`src/rtl/mips_muldiv_unit.sv`:
```
`default_nettype none
// +----------------------------------------------------------------------------+
// | Module   : mips_muldiv_unit                                                |
// | Purpose  : Iterative multiply/divide engine owning the MIPS HI/LO regs.    |
// |            Optional macro MIPS_MULDIV_FAST_MULT_EN: single-cycle multiply. |
// | Revision : 1.0 - initial release                                           |
// +----------------------------------------------------------------------------+
module mips_muldiv_unit #(
  parameter int WIDTH      = 32,
  parameter int ITER_CNT_W = 6
) (
  input  logic             clk,
  input  logic             reset_n,
  input  logic             start,
  input  logic [1:0]       op,
  input  logic [WIDTH-1:0] src_1,
  input  logic [WIDTH-1:0] src_2,
  input  logic             mthi,
  input  logic             mtlo,
  output logic             busy,
  output logic             done,
  output logic             div_by_zero,
  output logic [WIDTH-1:0] hi,
  output logic [WIDTH-1:0] lo
);

  localparam logic [1:0] c_IDLE = 2'd0;
  localparam logic [1:0] c_RUN  = 2'd1;
  localparam logic [1:0] c_FIX  = 2'd2;

  localparam logic [ITER_CNT_W-1:0] c_ITERS = ITER_CNT_W'(WIDTH);
  localparam logic [ITER_CNT_W-1:0] c_ONE   = ITER_CNT_W'(1);

  logic [1:0]            r_state;
  logic                  r_is_div;
  logic                  r_neg_q;
  logic                  r_neg_r;
  logic                  r_div_zero;
  logic [WIDTH-1:0]      r_operand;
  logic [2*WIDTH-1:0]    r_acc;
  logic [ITER_CNT_W-1:0] r_cnt;
  logic [WIDTH-1:0]      r_hi;
  logic [WIDTH-1:0]      r_lo;
  logic                  r_done;
  logic                  r_div_by_zero;

  logic                  w_op_div;
  logic                  w_op_signed;
  logic                  w_neg_a;
  logic                  w_neg_b;
  logic [WIDTH-1:0]      w_mag_a;
  logic [WIDTH-1:0]      w_mag_b;
  logic [WIDTH-1:0]      w_addend;
  logic [WIDTH:0]        w_mul_sum;
  logic [2*WIDTH-1:0]    w_mul_next;
  logic [WIDTH:0]        w_div_diff;
  logic [2*WIDTH-1:0]    w_div_next;
  logic [2*WIDTH-1:0]    w_prod_fix;
  logic [WIDTH-1:0]      w_quot;
  logic [WIDTH-1:0]      w_rem;

  // op[1] selects divide, op[0] selects the unsigned variant
  assign w_op_div    = op[1];
  assign w_op_signed = ~op[0];
  assign w_neg_a     = w_op_signed & src_1[WIDTH-1];
  assign w_neg_b     = w_op_signed & src_2[WIDTH-1];
  assign w_mag_a     = w_neg_a ? (-src_1) : src_1;
  assign w_mag_b     = w_neg_b ? (-src_2) : src_2;

  // Shift-add multiply: multiplier sits in the low half and drains out the bottom
  assign w_addend   = r_acc[0] ? r_operand : '0;
  assign w_mul_sum  = {1'b0, r_acc[2*WIDTH-1:WIDTH]} + {1'b0, w_addend};
  assign w_mul_next = {w_mul_sum, r_acc[WIDTH-1:1]};

  // Restoring divide: trial-subtract from the partial remainder shifted left by one
  assign w_div_diff = r_acc[2*WIDTH-1:WIDTH-1] - {1'b0, r_operand};
  assign w_div_next = w_div_diff[WIDTH] ? {r_acc[2*WIDTH-2:0], 1'b0}
                                        : {w_div_diff[WIDTH-1:0], r_acc[WIDTH-2:0], 1'b1};

  assign w_prod_fix = r_neg_q ? (-r_acc) : r_acc;
  assign w_quot     = r_neg_q ? (-r_acc[WIDTH-1:0]) : r_acc[WIDTH-1:0];
  assign w_rem      = r_neg_r ? (-r_acc[2*WIDTH-1:WIDTH]) : r_acc[2*WIDTH-1:WIDTH];

`ifdef MIPS_MULDIV_FAST_MULT_EN
  logic [2*WIDTH-1:0] w_fast_prod;
  assign w_fast_prod = {{WIDTH{1'b0}}, w_mag_a} * {{WIDTH{1'b0}}, w_mag_b};
`endif

  always_ff @(posedge clk or negedge reset_n) begin
    if (!reset_n) begin
      r_state       <= c_IDLE;
      r_is_div      <= 1'b0;
      r_neg_q       <= 1'b0;
      r_neg_r       <= 1'b0;
      r_div_zero    <= 1'b0;
      r_operand     <= '0;
      r_acc         <= '0;
      r_cnt         <= '0;
      r_hi          <= '0;
      r_lo          <= '0;
      r_done        <= 1'b0;
      r_div_by_zero <= 1'b0;
    end else begin
      r_done <= 1'b0;
      case (r_state)
        c_IDLE: begin
          if (mthi) r_hi <= src_1;
          if (mtlo) r_lo <= src_1;
          if (start) begin
            r_is_div      <= w_op_div;
            r_neg_q       <= w_neg_a ^ w_neg_b;
            r_neg_r       <= w_neg_a;
            r_div_zero    <= w_op_div & (src_2 == '0);
            r_div_by_zero <= 1'b0;
            r_operand     <= w_op_div ? w_mag_b : w_mag_a;
            r_acc         <= {{WIDTH{1'b0}}, (w_op_div ? w_mag_a : w_mag_b)};
            r_cnt         <= c_ITERS;
            r_state       <= c_RUN;
`ifdef MIPS_MULDIV_FAST_MULT_EN
            if (!w_op_div) begin
              r_acc   <= w_fast_prod;
              r_cnt   <= '0;
              r_state <= c_FIX;
            end
`endif
          end
        end
        c_RUN: begin
          r_acc <= r_is_div ? w_div_next : w_mul_next;
          r_cnt <= r_cnt - c_ONE;
          if (r_cnt == c_ONE) r_state <= c_FIX;
        end
        c_FIX: begin
          r_state <= c_IDLE;
          r_done  <= 1'b1;
          if (r_is_div) begin
            // A zero divisor still leaves the dividend as remainder; only lo is forced
            r_lo <= r_div_zero ? '1 : w_quot;
            r_hi <= w_rem;
            if (r_div_zero) r_div_by_zero <= 1'b1;
          end else begin
            {r_hi, r_lo} <= w_prod_fix;
          end
        end
        default: r_state <= c_IDLE;
      endcase
    end
  end

  assign busy        = (r_state != c_IDLE);
  assign done        = r_done;
  assign div_by_zero = r_div_by_zero;
  assign hi          = r_hi;
  assign lo          = r_lo;

endmodule
`default_nettype wire

```
`config.mk`:
```
export PLATFORM = sky130hd
export DESIGN_NAME = mips_muldiv_unit
export DESIGN_NICKNAME = d
export VERILOG_FILES = /design/src/rtl/mips_muldiv_unit.sv
export SDC_FILE = /design/constraint.sdc
export NUM_CORES = 1
export LEC_CHECK = 0
export ABC_AREA = 0
export BUFFER_PORTS_ARGS = -buffer_cell sky130_fd_sc_hd__buf_2
export CAP_MARGIN = 20
export CORE_ASPECT_RATIO = 1.2
export CORE_MARGIN = 3
export CORE_UTILIZATION = 49
export DETAILED_ROUTE_END_ITERATION = 10
export GPL_TIMING_DRIVEN = 0
export PLACE_DENSITY = 0.68
export REMOVE_ABC_BUFFERS = 1
export SYNTH_ARGS = -nofsm -noshare
export SYNTH_HDL_FRONTEND = slang
export SYNTH_SLANG_ARGS = --single-unit
```
`constraint.sdc`:
```
create_clock -name clk -period 5.7 [get_ports clk]
set_input_delay 1.14 -clock clk [delete_from_list [all_inputs] [get_ports clk]]
set_output_delay 1.14 -clock clk [all_outputs]
set_load 0.01 [all_outputs]
```
Word level (Yosys, flattened, before mapping). Cells that the tools add are included.

Logic and storage cells: 74. Output and inout bits: 67. Bits in registers: 174. Input port bits: 71.

Reductions and logical operators: 11. Eq/ne operators: 9. Bitwise operators: 5. Add/subtract/negate cells: 8. Mux-type cells: 29.

Operators with widths (number): $mux 32 (12); $mux 64 (4); $neg 32->32 (4); $pmux 32 s2 (2); $pmux 64 s2 (1); $neg 64->64 (1); $add 32x32->33 (1); $sub 33x32->33 (1); $logic_not 32->1 (1); $ne 2x2->1 const B (6); $pmux 6 s2 (1); $reduce_and 2->1 (5); $eq 6x1->1 const B (1); $mux 6 (1); $reduce_bool 2->1 (3); $sub 6x1->6 const B (1); $mux 1 (4); $mux 2 (2); $pmux 2 s2 (1); $reduce_and 4->1 (1); $and 1x1->1 (3); $eq 2x1->1 const B (1); $eq 2x2->1 const B (1); $logic_not 2->1 (1); 3 further kinds (3).

Depth between registers and ports, before layout.
Depth in word-level cells: 6. Depth in mapped cells: 13. Depth with buffers taken out: 13.

Least setup slack after synthesis. Ideal clock, no wire load.

Kind: input to register. Start point: input src_2[5]. End point: register r_acc[23]. Data required time: 5.564 ns. Path buffers: 1. Cell stages on the path: 10. Arrival time: 3.097 ns. Library setup time: 0.136 ns. Setup slack: 2.467 ns. Path through: or4_1 -> buf_2 -> nor4_4 -> and3_1 -> and2_2 -> nor2_1 -> xnor2_1 -> a21oi_1 -> a221oi_1 -> a21oi_1.

Longest elaborated chain between the ends: 5.

RTL lines: start, declared (line 17) `input logic [WIDTH-1:0] src_2,`; $neg 32->32 (line 68) `assign w_mag_b = w_neg_b ? (-src_2) : src_2;`; $mux 32 (line 68); $mux 32 (line 116) `r_acc <= {{WIDTH{1'b0}}, (w_op_div ? w_mag_a : w_mag_b)};`; $mux 64 (line 109) `if (start) begin`; $pmux 64 s2 (line 105) `case (r_state)`; end signal, assigned (line 116); end signal, assigned (line 129) `r_acc <= r_is_div ? w_div_next : w_mul_next;`; end, declared (line 40) `logic [2*WIDTH-1:0] r_acc;`.

No other way between the ends. The select of a mux whose other input is x is not followed. A chain may end at the register's enable or synchronous reset.

Worst setup path in the final report.
Start point: register r_acc[0]. End point: register r_acc[61].

Longest elaborated chain between the ends: 4.

RTL lines: $mux 32 (line 71) `assign w_addend = r_acc[0] ? r_operand : '0;`; $add 32x32->33 (line 72) `assign w_mul_sum = {1'b0, r_acc[2*WIDTH-1:WIDTH]} + {1'b0, w_addend};`; $mux 64 (line 129); $pmux 64 s2 (line 105).

No other way between the ends.

==> metrics.csv <==
metric,value,unit
timing.final.crit_share,0.7351,
antenna_left,0,
first_pass_iters,6,
die_w,165.5,um
route.vias.total,14500,
critPathArrivalTime,4540,ps
nNetsFinal,2066,
synth_seq_cells,174,
cts-root-buf,clkbuf_16,
die_h,197.4,um
initial_core_util,0.5009,
final_cell_area,0.01666,sq mm
dr.first_iter.drc_count,1351,
cap_violations,0,
areaGrowthSynthToFinish,11.34,%
synth_top_flop_cell,dfrtp_1,
hold_viol,0,
final_cells,2328,
crit_slowest_cell,a211oi_1,
htree_levels,4,
finalWirelength,47670,um
worst_pin_slew,1036,ps
required,6050,ps
path_max_fanout,11,
grt_first_pass_wirelength,73780,um
ir_drop,0.3563,mV
hp-class,flip-flop to flip-flop,
gp_congestion,0.9439,
ys_seq_area_frac,0.2910,
clockBufferDepth,2,
place_area,0.01599,sq mm
cts_buffers,17,
synth_cell_types,80,
synth_warnings,0,
core_area,0.02987,sq mm
port_buffers,137,
cts_hold_buf,0,
final_common_cell,dfrtp_1,
syn_area,0.01496,sq mm
antenna_found_initial,1,
outcome,"complete, no violations",
async_flop_share,1.000,
grtUsageTotal,0.2867,
clk_pin_slew,70,ps
worstSkewPairLatency,450,ps
syn_area_per_cell,8.027,sq um
worst_slack,1510,ps
cts_setup_buffers,0,
grt-ovfl-total,0,
crit_path_end_kind,flip-flop,
power.total,11.06,mW
fin_skew,9.338,ps
rows,69,
p_per_area,664.1,mW/mm^2
cts.sinks,174,
crit_path_start_kind,flip-flop,
grt_pass1_vias,13640,
max_clock_freq,238.7,MHz
path_cells,"inv_1, nor2_1, ha_1, and2b_1, o211ai_1, a21boi_0, a211oi_1, o21ai_0, a311oi_1, o21ai_0, xnor2_1, a311oi_1",
ctsResizeCount,0,
whs,471.7,ps
fin_util,0.5577,
cts_tree,yes,
synth_edf_count,0,
die_area,0.03268,sq mm
hpwl,36270,um
rsz0062_at_grt,false,
viasPerCell,6.228,
relSlewSlack,0.3086,
finalCriticalPeriod,4190,ps
dp.cells,2291,
finalSetupTns,0,ps
syn_inst,1864,
io_pins,138,
leakage,7.115,nW
max_stage_delay,550,ps
crit_type,flip-flop to flip-flop,
layout-drive-gt1-share,0.1209,
maxSlewViolCount,0,
setup_violations,0,
grt_max_degree,102,
layout_common_cells,"dfrtp_1, nand2_1, nor2_1",
drcViolationCount,0,
wl_per_cell,20.48,um
dp_slack,1461,ps
## cell type report
| type | count | area, sq um |
|---|---|---|
| antenna | 2 | 5.005 |
| timing repair buffer | 151 | 1003 |
| tap | 390 | 488.0 |
| clock buffer | 20 | 456.7 |
| clock inverter | 12 | 133.9 |
| multi-input combinational | 1504 | 9935 |
| inverter | 75 | 281.5 |
| fill | 2820 | 13210 |
| sequential | 174 | 4355 |
## critical path: cells and delay by family, from the launching register on
family | cells | cell delay, ps
AOI/OAI and AO/OA | 7 | 2350
xor gates and xnor gates | 1 | 150
adders and majority gates | 1 | 340
buffers and inverters | 1 | 450
DFF | 1 | 470
and+or+nand+nor | 2 | 330
## report_power, final
group          switching (mW)  total [mW]  internal, mW  leakage [nW]
Combinational            4.20        7.22          3.03          4.77
Sequential              0.787        2.64          1.86          2.07
Clock                   0.527        1.20         0.671         0.275
Total                    5.51        11.1          5.55          7.11
## registers in the layout (all words and copies together) (netlist names)
name	count
r_acc	64
hi	32
lo	32
r_operand	32
r_cnt	6
r_state	2
div_by_zero	1
done	1
r_div_zero	1
r_is_div	1
r_neg_q	1
r_neg_r	1
## cell usage after synthesis, types with 14 or more instances
cell	number	area [sq um]
dfrtp_1	174	4354
nand2_1	173	649.4
nor2_1	172	645.6
a21oi_1	162	810.8
o21ai_0	162	810.8
clkbuf_1	92	345.3
xnor2_1	88	770.7
xor2_1	85	744.5
inv_1	75	281.5
ha_1	70	875.8
mux2i_1	65	650.6
nor3_1	40	200.2
nand3_1	39	195.2
o211ai_1	36	270.3
o31ai_1	33	247.7
a21o_1	30	225.2
a22oi_1	29	217.7
a31oi_1	24	150.1
o22a_1	23	201.4
a211oi_1	21	157.7
or3_1	16	100.1
or4_1	14	105.1
## path summary, 6_finish.rpt
path | to | slack (ps) | depth (start not counted) | start
max reg2reg | r_acc[61] | 1510 | 12 | r_acc[0]
max in group asynchronous | r_is_div | 4110 | 2 | reset_n
max | r_acc[61] | 1510 | 12 | r_acc[0]
min reg2reg | hi[16] | 470 | 2 | hi[16]
min | hi[16] | 470 | 2 | hi[16]
min in group asynchronous | lo[27] | 640 | 1 | reset_n
## routing by layer
| layer | routed length (um) | vias up | track usage |
|---|---|---|---|
| li1 | - | 6906 | - |
| met2 | 23290 | 508 | 0.4799 |
| met3 | 2944 | 89 | 0.03461 |
| met4 | 1443 | 0 | 0.1045 |
| met5 | 0 | - | 0 |
| met1 | 20000 | 6996 | 0.3808 |
## cells by family after synthesis
family,synth area share
flops,0.2910
buf+inv,0.04834
mux,0.04516
simple gates,0.1791
compound gates,0.2739
fa+ha+maj,0.06121
xor+xnor,0.1013
Note: power is estimated with default switching activity, not from simulation.
